[config.mk]
export PLATFORM = sky130hd
export DESIGN_NAME = nb_mod_counter_flat
export DESIGN_NICKNAME = d
export VERILOG_FILES = /design/src/rtl/nb_count_pkg.sv /design/src/rtl/nb_mod_counter_if.sv /design/src/rtl/nb_gray_enc.sv /design/src/rtl/nb_mod_counter.sv /design/src/flat_wrapper.sv
export SDC_FILE = /design/constraint.sdc
export NUM_CORES = 1
export LEC_CHECK = 0
export CORE_MARGIN = 2
export CORE_UTILIZATION = 40
export DETAILED_ROUTE_END_ITERATION = 8
export HOLD_SLACK_MARGIN = 0.02
export PLACE_DENSITY = 0.7
export SKIP_CTS_REPAIR_TIMING = 1
export SYNTH_ARGS = -nofsm -noshare
export SYNTH_HDL_FRONTEND = slang
export SYNTH_SLANG_ARGS = --single-unit
[constraint.sdc]
create_clock -name clk -period 2.4 [get_ports clk]
set_clock_uncertainty 0.15 [all_clocks]
set_input_delay 0.48 -clock clk [delete_from_list [all_inputs] [get_ports clk]]
set_output_delay 0.48 -clock clk [all_outputs]
set_load 0.05 [all_outputs]
[src/rtl/nb_count_pkg.sv]
// nb_count_pkg: shared width bounds and binary-to-Gray helper for the modulo counter
package nb_count_pkg;
  localparam int MIN_WIDTH = 2;
  localparam int MAX_WIDTH = 16;
  function automatic logic [MAX_WIDTH-1:0] bin2gray(input logic [MAX_WIDTH-1:0] b);
    return b ^ (b >> 1);
  endfunction
endpackage

[src/rtl/nb_mod_counter_if.sv]
// nb_mod_counter_if: control inputs and observed outputs of the modulo counter
interface nb_mod_counter_if #(parameter int WIDTH = 4);
  logic             en;
  logic             up;
  logic             load;
  logic [WIDTH-1:0] load_val;
  logic [WIDTH-1:0] last;
  logic             gray;
  logic [WIDTH-1:0] q;
  logic             tc;
  logic             wrap;
  modport master (output en, up, load, load_val, last, gray, input q, tc, wrap);
  modport slave (input en, up, load, load_val, last, gray, output q, tc, wrap);
endinterface

[src/rtl/nb_gray_enc.sv]
// nb_gray_enc: combinational binary-to-Gray encoder built on the package helper
module nb_gray_enc
  import nb_count_pkg::*;
#(parameter int WIDTH = 4) (
  input  logic [WIDTH-1:0] bin_i,
  output logic [WIDTH-1:0] gray_o
);
  logic [MAX_WIDTH-1:0] gray_full;
  logic                 unused_hi;
  assign gray_full = bin2gray(MAX_WIDTH'(bin_i));
  assign gray_o    = gray_full[WIDTH-1:0];
  assign unused_hi = &{1'b0, gray_full};
endmodule

[src/rtl/nb_mod_counter.sv]
// nb_mod_counter: programmable-modulus up/down counter with load, Gray output, tc and wrap
module nb_mod_counter
  import nb_count_pkg::*;
#(parameter int WIDTH = 4) (
  input logic           clk,
  input logic           clear,
  nb_mod_counter_if.slave bus
);
  if (WIDTH < MIN_WIDTH || WIDTH > MAX_WIDTH) begin : g_width_chk
    $error("nb_mod_counter: WIDTH must be within 2..16");
  end
  logic [WIDTH-1:0] cnt_q, cnt_d;
  logic             wrap_q, wrap_d;
  logic [WIDTH-1:0] gray_w;
  logic             at_last, at_zero, above;
  assign at_last = cnt_q == bus.last;
  assign at_zero = cnt_q == '0;
  assign above   = cnt_q > bus.last;
  // Next state: load beats enable; out-of-range values snap back to 0 (up) or last (down) without a wrap pulse
  always_comb begin
    cnt_d  = cnt_q;
    wrap_d = 1'b0;
    if (bus.load) begin
      cnt_d = (bus.load_val <= bus.last) ? bus.load_val : bus.last;
    end else if (bus.en) begin
      cnt_d  = bus.up ? ((at_last || above) ? '0 : cnt_q + WIDTH'(1))
                      : ((at_zero || above) ? bus.last : cnt_q - WIDTH'(1));
      wrap_d = bus.up ? at_last : at_zero;
    end
  end
  // Counter and wrap registers, cleared asynchronously
  always_ff @(posedge clk or negedge clear) begin
    if (!clear) begin
      cnt_q  <= '0;
      wrap_q <= 1'b0;
    end else begin
      cnt_q  <= cnt_d;
      wrap_q <= wrap_d;
    end
  end
  nb_gray_enc #(.WIDTH(WIDTH)) u_gray (.bin_i(cnt_q), .gray_o(gray_w));
  assign bus.q    = bus.gray ? gray_w : cnt_q;
  assign bus.tc   = bus.up ? at_last : at_zero;
  assign bus.wrap = wrap_q;
endmodule

[src/flat_wrapper.sv]
// flat-port wrapper written by rule: the top's interface ports become plain ports
module nb_mod_counter_flat import nb_count_pkg::*;
#(parameter int WIDTH = 4)
  (clk, clear, bus_en, bus_up, bus_load, bus_load_val, bus_last, bus_gray, bus_q, bus_tc, bus_wrap);
  nb_mod_counter_if #(.WIDTH(WIDTH)) bus_i ();
  input logic clk;
  input logic clear;
  input wire logic [$bits(bus_i.en)-1:0] bus_en;
  input wire logic [$bits(bus_i.up)-1:0] bus_up;
  input wire logic [$bits(bus_i.load)-1:0] bus_load;
  input wire logic [$bits(bus_i.load_val)-1:0] bus_load_val;
  input wire logic [$bits(bus_i.last)-1:0] bus_last;
  input wire logic [$bits(bus_i.gray)-1:0] bus_gray;
  output wire logic [$bits(bus_i.q)-1:0] bus_q;
  output wire logic [$bits(bus_i.tc)-1:0] bus_tc;
  output wire logic [$bits(bus_i.wrap)-1:0] bus_wrap;
  assign bus_i.en = bus_en;
  assign bus_i.up = bus_up;
  assign bus_i.load = bus_load;
  assign bus_i.load_val = bus_load_val;
  assign bus_i.last = bus_last;
  assign bus_i.gray = bus_gray;
  assign bus_q = bus_i.q;
  assign bus_tc = bus_i.tc;
  assign bus_wrap = bus_i.wrap;
  nb_mod_counter #(.WIDTH(WIDTH)) u_core (.clk(clk), .clear(clear), .bus(bus_i));
endmodule
After elaboration in Yosys (flattened, before gate mapping) --
Index checks and enable logic that the tools add are counted.
Storage, ports and cells: word-level logic and storage cells 22, flip-flop bits (word level) 5
Cells by class: add/sub/neg operators 2, order comparisons 2, equal/unequal tests 1, bitwise operators 1, multiplexer cells 10, reductions and logical operators 4
Operators with widths (number):
- two-way mux 4 bit | 7
- adder 4 x 1 -> 4 bit, second input constant | 1
- equality test 4 bit | 1
- greater-than comparator 4 bit | 1
- <= comparator 4 bit | 1
- zero test 4 bit | 1
- subtractor 4 x 1 -> 4 bit, second input constant | 1
- bitwise XOR 4 x 3 -> 4 bit | 1
- two-way mux 1 bit | 3
- logical OR 1 bit | 2
- nonzero test 2 bit | 1

Longest topological paths before layout --
Gate-level depths: netlist of run 1.
depth in word-level cells 6, mapped depth 8

Hierarchy --
Synthesis of run 1 repeated with hierarchy kept, for this count alone.
Second synthesis, totals: cell total of the unflattened synthesis 94, area total of the unflattened synthesis 783.3 um2
Modules (own cells, without submodules):
- nb_mod_counter | seq. area each 125.1 um2, area each 749.5 um2, times used 1, cells each 90
- nb_gray_enc | seq. area each 0.0 um2, area each 33.8 um2, times used 1, cells each 4

Worst setup path after synthesis of run 1 --
OpenSTA, ideal clock, no wires.
path type in2reg, start input bus_last[3], end register u_core.cnt_q[0], data required time 2.113 ns, setup slack 0.086 ns, path buffers 0, stages on the path 8, data arrival time 2.027 ns, cell sequence inv_1 > ha_1 > and4_1 > nand2_1 > o21ai_1 > o41ai_1 > a21oi_1 > o211ai_1
On the way: cells in the longest elaborated chain, start to end 6, elaborated cells on any way between the ends 11
Ends and longest elaborated chain:
- start: declaration | RTL line flat_wrapper.sv:12 | input wire logic [$bits(bus_i.last)-1:0] bus_last;
- greater-than comparator 4 bit or equality test 4 bit (tied branches) | RTL line nb_mod_counter.sv:18, nb_mod_counter.sv:16
- logical OR 1 bit, on equally long branches | RTL line nb_mod_counter.sv:27, nb_mod_counter.sv:26
- two-way mux 4 bit, on equally long branches | RTL line nb_mod_counter.sv:27, nb_mod_counter.sv:26
- two-way mux 4 bit | RTL line nb_mod_counter.sv:26 | cnt_d = bus.up ? ((at_last || above) ? '0 : cnt_q + WIDTH'(1))
- two-way mux 4 bit | RTL line nb_mod_counter.sv:25 | end else if (bus.en) begin
- two-way mux 4 bit * | RTL line nb_mod_counter.sv:23 | if (bus.load) begin
- end signal: assignment | RTL line nb_mod_counter.sv:37 | cnt_q <= cnt_d;
- end: declaration | RTL line nb_mod_counter.sv:12 | logic [WIDTH-1:0] cnt_q, cnt_d;
Mark *: on every way between the ends. The rest lies on a longest branch, timed or not. The select of a mux whose other input is x is not followed. A chain may end at the register's enable or synchronous reset.

Worst setup path in the final report of run 1 --
start input bus_load_val[1], end register u_core.cnt_q[3]
On the way: cells in the longest elaborated chain, start to end 3
Ends and longest elaborated chain:
- start: declaration | RTL line flat_wrapper.sv:11 | input wire logic [$bits(bus_i.load_val)-1:0] bus_load_val;
- <= comparator 4 bit | RTL line nb_mod_counter.sv:24 | cnt_d = (bus.load_val <= bus.last) ? bus.load_val : bus.last;
- two-way mux 4 bit | RTL line nb_mod_counter.sv:24
- two-way mux 4 bit | RTL line nb_mod_counter.sv:23
No other way between the ends.

==> summary.md, run 1 <==
| Metric | Value |
|---|---|
| Outcome | `complete, no violations` |
| Clk slew on worst S/H paths | `0.04 ns` |
| CP arrival | `2.30 ns` |
| Power Density | `643.3 nW/µm²` |
| Hold Slack | `0.3001 ns` |
| Clock Tree Root | `clkbuf_4` |
| Adder-Cell Fraction of Synth Area | `22.33%` |
| Vias in the first global route | `669` |
| HPWL Detailed | `1.655 mm` |
| CTS tree | `done` |
| Post-Place Worst Slack | `-0.3157 ns` |
| Crit-path max FO | `2` |
| Crit path capture type | `flip-flop` |
| Sw Share | `45.33%` |
| Syn avg cell area | `8.346 µm²` |
| Drt via density | `5.315` |
| H-tree depth | `1` |
| GR Util met1 | `26.49%` |
| Post-synth ARST share | `100.0%` |
| Layout Nets | `151` |
| Leakage | `0.5461 nW` |
| Worst Hold Class | `input port to async pin` |
| Core area | `1902 µm²` |
| Min Tclk post-route | `2.327 ns` |
| Cell area after synthesis | `784.5 µm²` |
| GR Util met2 | `32.11%` |
| Psw | `345.1 µW` |
| DRC | `0` |
| Die area | `2331 µm²` |
| Vias | `792` |
| Diodes inserted | `0` |
| Sink Count | `5` |
| Synth Warn # | `0` |
| Register Area | `126.4 µm²` |
| Fin util | `62.24%` |
| Port bufs | `19` |
| DIE HEIGHT | `48.29 µm` |
| Period utilization | `96.97%` |
| Critical path, cell by cell | `clkdlybuf4s50_1 > ha_1 > a21oi_1 > o21ai_2 > o21ai_2 > mux2_4 > a221o_1` |
| First-pass GRT wire length | `3.056 mm` |
| Std cell rows | `16` |
| Die extent in x | `48.29 µm` |
| Clock Tree Buf Depth | `2` |
| Tightest Pin Transition | `0.4898 ns` |
| Synth top cells by count | `ha_1 (14), nand2_1 (12), inv_1 (11)` |
| Worst Path Required | `2.38 ns` |
| Post-synth top area cell | `ha_1` |
| WP buf/inv | `1` |
| Cell family with most CP delay | `compound AO/OA/AOI/OAI gates` |
| Post-synthesis mux area share | `5.742%` |
| CP Class | `input port to flip-flop` |
| Setup WS post-layout | `0.07270 ns` |
| Synth area leaders | `ha_1 (22%), dfrtp_1 (16%), nand2_1 (5.7%)` |
| GP Congestion | `0.8641` |
| Met3 Usage GRT | `1.111%` |
| Largest family of logic cells by synthesized area | `compound AO/OA/AOI/OAI gates` |
| Antenna violations before repair | `0` |
| Simple-gate portion of the synthesized area | `20.26%` |
| Most common cell in the netlist | `ha_1` |
| Max-cap violation count | `0` |
| Synth Area in XOR/XNOR | `4.466%` |
| Pre-antenna DRT Iters | `4` |
| Total CTS buffers | `3` |
| ANT nets after route | `0` |
| WL per Instance | `13.73 µm` |
| CP dominant cell by count | `o21ai_2` |
| CP peak stage delay | `0.49 ns` |
| Pin count of the biggest net entering global routing | `9` |
| Synth Area in Compound Gates | `23.92%` |
| Worst-Skew Late Latency | `0.24 ns` |
| DP Area | `1092 µm²` |
| I/O pins | `20` |
| Share of total power in combinational logic | `69.3%` |
| Initial Utilization | `41.25%` |
| Flop pwr share | `17.8%` |
| Crit-path slowest cell | `clkdlybuf4s50_1` |
| Number of synthesized flops with an enable pin | `0` |
| Syn Inst Count | `94` |
| Clock power share | `12.9%` |
| Gr usage total | `19.35%` |
| Synthesized Nets | `122` |
| Sequential area share after synthesis | `15.95%` |
| Max Fclk | `429.7 MHz` |
| Final Cell Area | `1184 µm²` |
| Distinct cell type count after synthesis | `38` |
| Area growth from synthesis to layout | `50.88%` |
| Final setup fails | `0` |
| Internal power | `416.3 µW` |
| Fillcell total | `163` |
| Fin. Hold Viols | `0` |
| GR peak layer | `met2` |
| Routed WL | `2.046 mm` |
| Peak supply drop | `0.3357 mV` |
| Grt ovf | `0` |
| Startpoint types | `input port` |
| Layout cells sized above 1 | `29.51%` |
| Relative slew margins | `67.25%` |
| Synth Register Bits | `5` |
| Top FF cell, synth | `dfrtp_1` |
| Area of the multi-input gates | `655.6 µm²` |
| DRT iter0 DRCs | `18` |
| Slew Limit Fails | `0` |
| Share of the synthesized area in the top cell type | `22.33%` |
==> cells in the final DEF (no fill, tap or decap), drive strengths merged, types with 2 or more instances in the layout <==
master / n
nor2: 2
xnor2: 3
dlymetal6s2s: 4
nor3: 3
a31oi: 3
a21oi: 8
mux2i: 3
buf: 12
inv: 11
nand4: 3
o21ai: 6
nor2b: 2
o211ai: 2
ha: 14
clkdlybuf4s50: 11
dfrtp: 5
clkbuf: 4
nand2: 12
==> layout make-up <==
| cell class | instances | area share (%) |
|---|---|---|
| clock buffer | 4 | 2.220 |
| inverter | 11 | 3.488 |
| multi-input combinational | 75 | 55.39 |
| sequential | 5 | 10.68 |
| tap | 27 | 2.854 |
| timing repair buffer | 27 | 25.37 |
==> sequential cells by signal, indices dropped and copies added (netlist names) <==
| signal | cells |
|---|---|
| u_core.cnt_q | 4 |
| u_core.bus.wrap | 1 |
==> routing by layer <==
metal / share of wire, % / vias up / routed length [µm]
met4: 1.0 / 0 / 21
met1: 46 / 376 / 943
met3: 3.3 / 4 / 68
li1: - / 396 / -
met2: 50 / 16 / 1014
met5: 0 / - / 0
==> kinds of logic (layout without fill, tap and decap cells) <==
group / after synthesis / count (layout)
AO/OA/AOI/OAI: 24 / 24
XOR/XNOR: 4 / 4
adder cells (fa/ha/maj): 14 / 14
buffers and inverters: 14 / 42
flip-flops: 5 / 5
multiplexers: 4 / 4
AND/OR/NAND/NOR: 29 / 29
==> final timing paths <==
path / cells after the start / start / endpoint / slack (ns)
worst max register to register: 8 / u_core.cnt_q[0] / u_core.cnt_q[3] / 0.31
worst min register to register: 2 / u_core.cnt_q[2] / u_core.cnt_q[2] / 0.62
worst max-delay path: 7 / bus_load_val[1] / u_core.cnt_q[3] / 0.07
max in group asynchronous: 1 / clear / u_core.cnt_q[2] / 1.60
min in group clk: 3 / bus_last[0] / u_core.cnt_q[0] / 0.48
worst min-delay path: 1 / clear / u_core.cnt_q[1] / 0.30
==> stage by stage <==
stage	TNS, ns	power, mW	cells
floorplan	0	0.4420	94
global placement	-1.109	0.6252	145
detailed placement	-1.263	0.6348	145
CTS	-0.3196	0.7353	149
global route	-0.003337	0.8104	149
finish	0	0.7615	149
==> power by group through the flow <==
stage	Sequential [mW]	Combinational, mW	Clock (mW)
6_report	0.136	0.528	0.0980
3_5_place_dp	0.132	0.503	0
5_1_grt	0.140	0.567	0.104
4_1_cts	0.131	0.506	0.0988
3_3_place_gp	0.131	0.494	0
2_1_floorplan	0.122	0.320	0
No activity file was read; power rests on OpenSTA's default activity.
==> run 2, diff against run 1 <==
--- a/config.mk
+++ b/config.mk
@@ -6,10 +6,12 @@
 export NUM_CORES = 1
 export LEC_CHECK = 0
 export CORE_MARGIN = 2
-export CORE_UTILIZATION = 40
+export CORE_UTILIZATION = 50
+export CTS_BUF_LIST = sky130_fd_sc_hd__clkbuf_8
+export CTS_CLUSTER_DIAMETER = 30
 export DETAILED_ROUTE_END_ITERATION = 8
 export HOLD_SLACK_MARGIN = 0.02
-export PLACE_DENSITY = 0.7
+export PLACE_DENSITY = 0.84
 export SKIP_CTS_REPAIR_TIMING = 1
 export SYNTH_ARGS = -nofsm -noshare
 export SYNTH_HDL_FRONTEND = slang
==> summary.md, run 2 (synthesis gave the netlist of run 1 again) <==
| Metric | Value |
|---|---|
| WL per Instance | `17.29 µm (+26%)` |
| Drt via density | `5.907 (+11%)` |
| Fin. Hold Viols | `0 (unchanged)` |
| Largest register by flop count | `u_core.cnt_q` |
| Grt ovf | `0 (unchanged)` |
| Layout Nets | `153 (+1.3%)` |
| Die area | `1902 µm² (-18%)` |
| Clock Tree Buf Depth | `2 (unchanged)` |
| Gr usage total | `23.34% (+4.0 points)` |
| CP dominant cell by count | `o21ai_2` |
| CTS tree | `done` |
| DRC | `0 (unchanged)` |
| Fillcell total | `85 (-48%)` |
| Peak supply drop | `0.5608 mV (+67%)` |
| Pin count of the biggest net entering global routing | `9 (unchanged)` |
| Diodes inserted | `0 (unchanged)` |
| Post-Place Worst Slack | `-0.3018 ns (+0.01388 ns)` |
| DP Area | `1079 µm² (-1.3%)` |
| Total CTS buffers | `3 (unchanged)` |
| Max-cap violation count | `0 (unchanged)` |
| Clock power share | `18.6% (+5.7 points)` |
| Min Tclk post-route | `2.383 ns (+0.05536 ns)` |
| CP arrival | `2.34 ns (+0.04 ns)` |
| Die extent in x | `43.61 µm (-9.7%)` |
| Clock Tree Root | `clkbuf_8` |
| Vias in the first global route | `773 (+16%)` |
| Power Density | `685.9 nW/µm² (+6.6%)` |
| Final Cell Area | `1231 µm² (+4.0%)` |
| I/O pins | `20 (unchanged)` |
| Setup TNS | `0 ns (unchanged)` |
| Port bufs | `19 (unchanged)` |
| Startpoint types | `input port` |
| FF-to-FF setup slack | `0.21 ns (-0.10 ns)` |
| HPWL Detailed | `1.600 mm (-3.3%)` |
| Psw | `372.9 µW (+8.0%)` |
| Critical Path Start | `bus_load_val[1]` |
| Sw Share | `44.16% (-1.2 points)` |
| Layout cells sized above 1 | `32.26% (+2.7 points)` |
| Crit-path max FO | `2 (unchanged)` |
| Fin cells | `140 (-6.0%)` |
| Vias | `827 (+4.4%)` |
| Flop pwr share | `16.1% (-1.7 points)` |
| Clk slew on worst S/H paths | `0.04 ns (about the same)` |
| CP Class | `input port to flip-flop` |
| ANT nets after route | `0 (unchanged)` |
| Dpl cells | `134 (-7.6%)` |
| Commonest non-fill, non-tap cells in the layout | `nand2_1 (11), clkdlybuf4s50_1 (11), buf_4 (10)` |
| Final setup fails | `0 (unchanged)` |
| Max Fclk | `419.7 MHz (-2.3%)` |
| Cell family with most CP delay | `compound AO/OA/AOI/OAI gates` |
| Worst r2r src | `u_core.cnt_q[1]` |
| Number of flip-flops in the largest register | `4 (unchanged)` |
| Worst-Skew Late Latency | `0.23 ns (about the same)` |
| DIE HEIGHT | `43.61 µm (-9.7%)` |
| Slew Limit Fails | `0 (unchanged)` |
| Initial Utilization | `52.69% (+11 points)` |
| Setup WS post-layout | `0.01735 ns (-0.05536 ns)` |
| Area growth from synthesis to layout | `56.94%` |
| WP buf/inv | `1 (unchanged)` |
| Crit path capture type | `flip-flop` |
| Worst Hold Class | `input port to async pin` |
| Worst Path Required | `2.36 ns (-0.02 ns)` |
| Antenna violations before repair | `0 (unchanged)` |
| Routed WL | `2.421 mm (+18%)` |
| First-pass GRT wire length | `3.291 mm (+7.7%)` |
| Sink Count | `5 (unchanged)` |
| Std cell rows | `14 (-2)` |
| Core area | `1489 µm² (-22%)` |
| Period utilization | `99.28% (+2.3 points)` |
| Leakage | `0.5702 nW (+4.4%)` |
| Pre-antenna DRT Iters | `4 (unchanged)` |
| GP Congestion | `0.8739 (+1.1%)` |
| Total power | `844.4 µW (+11%)` |
| Relative slew margins | `67.13% (-0.12 points)` |
| Crit-path slowest cell | `clkdlybuf4s50_1` |
| DRT iter0 DRCs | `26 (+8)` |
| CP peak stage delay | `0.56 ns (+0.07 ns)` |
| Share of total power in combinational logic | `65.3% (-4.0 points)` |
| H-tree depth | `1 (unchanged)` |
| Outcome | `complete, no violations` |
| Tightest Pin Transition | `0.4915 ns (+0.001755 ns)` |
| Internal power | `471.5 µW (+13%)` |
| Critical path, cell by cell | `clkdlybuf4s50_1 > ha_4 > a21oi_2 > o21ai_2 > o21ai_2 > mux2_4 > a221o_1` |
==> run 2: changes by cell type in the layout (fill, tap and decap cells not counted), sizes merged <==
cell / previous run / this run
buf: 12 / 14
clkbuf: 4 / 3
inv: 11 / 12
==> run 2: final cells by class <==
class	instances	area (µm²)	area share (%)
sequential	5	125.1	10.16
clock inverter	1	3.754	0.3049
timing repair buffer	29	315.3	25.61
clock buffer	3	41.29	3.354
inverter	11	41.29	3.354
multi-input combinational	75	684.4	55.59
tap	16	20.02	1.626
==> run 2: final timing paths <==
kind / end / cells past startpoint
worst max-delay path: u_core.cnt_q[3] / 7
worst min-delay path: u_core.bus.wrap / 1
worst max register to register: u_core.cnt_q[2] / 7
worst min register to register: u_core.cnt_q[1] / 2
max in group asynchronous: u_core.cnt_q[2] / 1
min in group clk: u_core.cnt_q[3] / 3
==> run 2: power groups by stage <==
stage,registers [mW],logic (mW),clock network [mW]
after CTS,0.131,0.496,0.158
after detailed placement,0.132,0.492,0
after global routing,0.138,0.589,0.162
after global placement,0.131,0.482,0
final,0.136,0.552,0.157
after floorplan,0.122,0.320,0
==> run 2: through the flow <==
| step | hold slack (ns) | utilization, % |
|---|---|---|
| floorplan | 0.03441 | - |
| global placement | 0.5561 | 72.44 |
| detailed placement | 0.5581 | 72.44 |
| CTS | 0.3175 | 75.46 |
| global route | 0.3328 | 82.69 |
| finish | 0.3148 | 82.69 |
==> run 2: routing by layer <==
metal,global-route usage [%],vias up,routed length (µm)
met3,3.333,8,88
met1,28.43,389,1040
met5,0,-,0
met4,13.33,0,76
li1,-,399,-
met2,38.82,31,1215
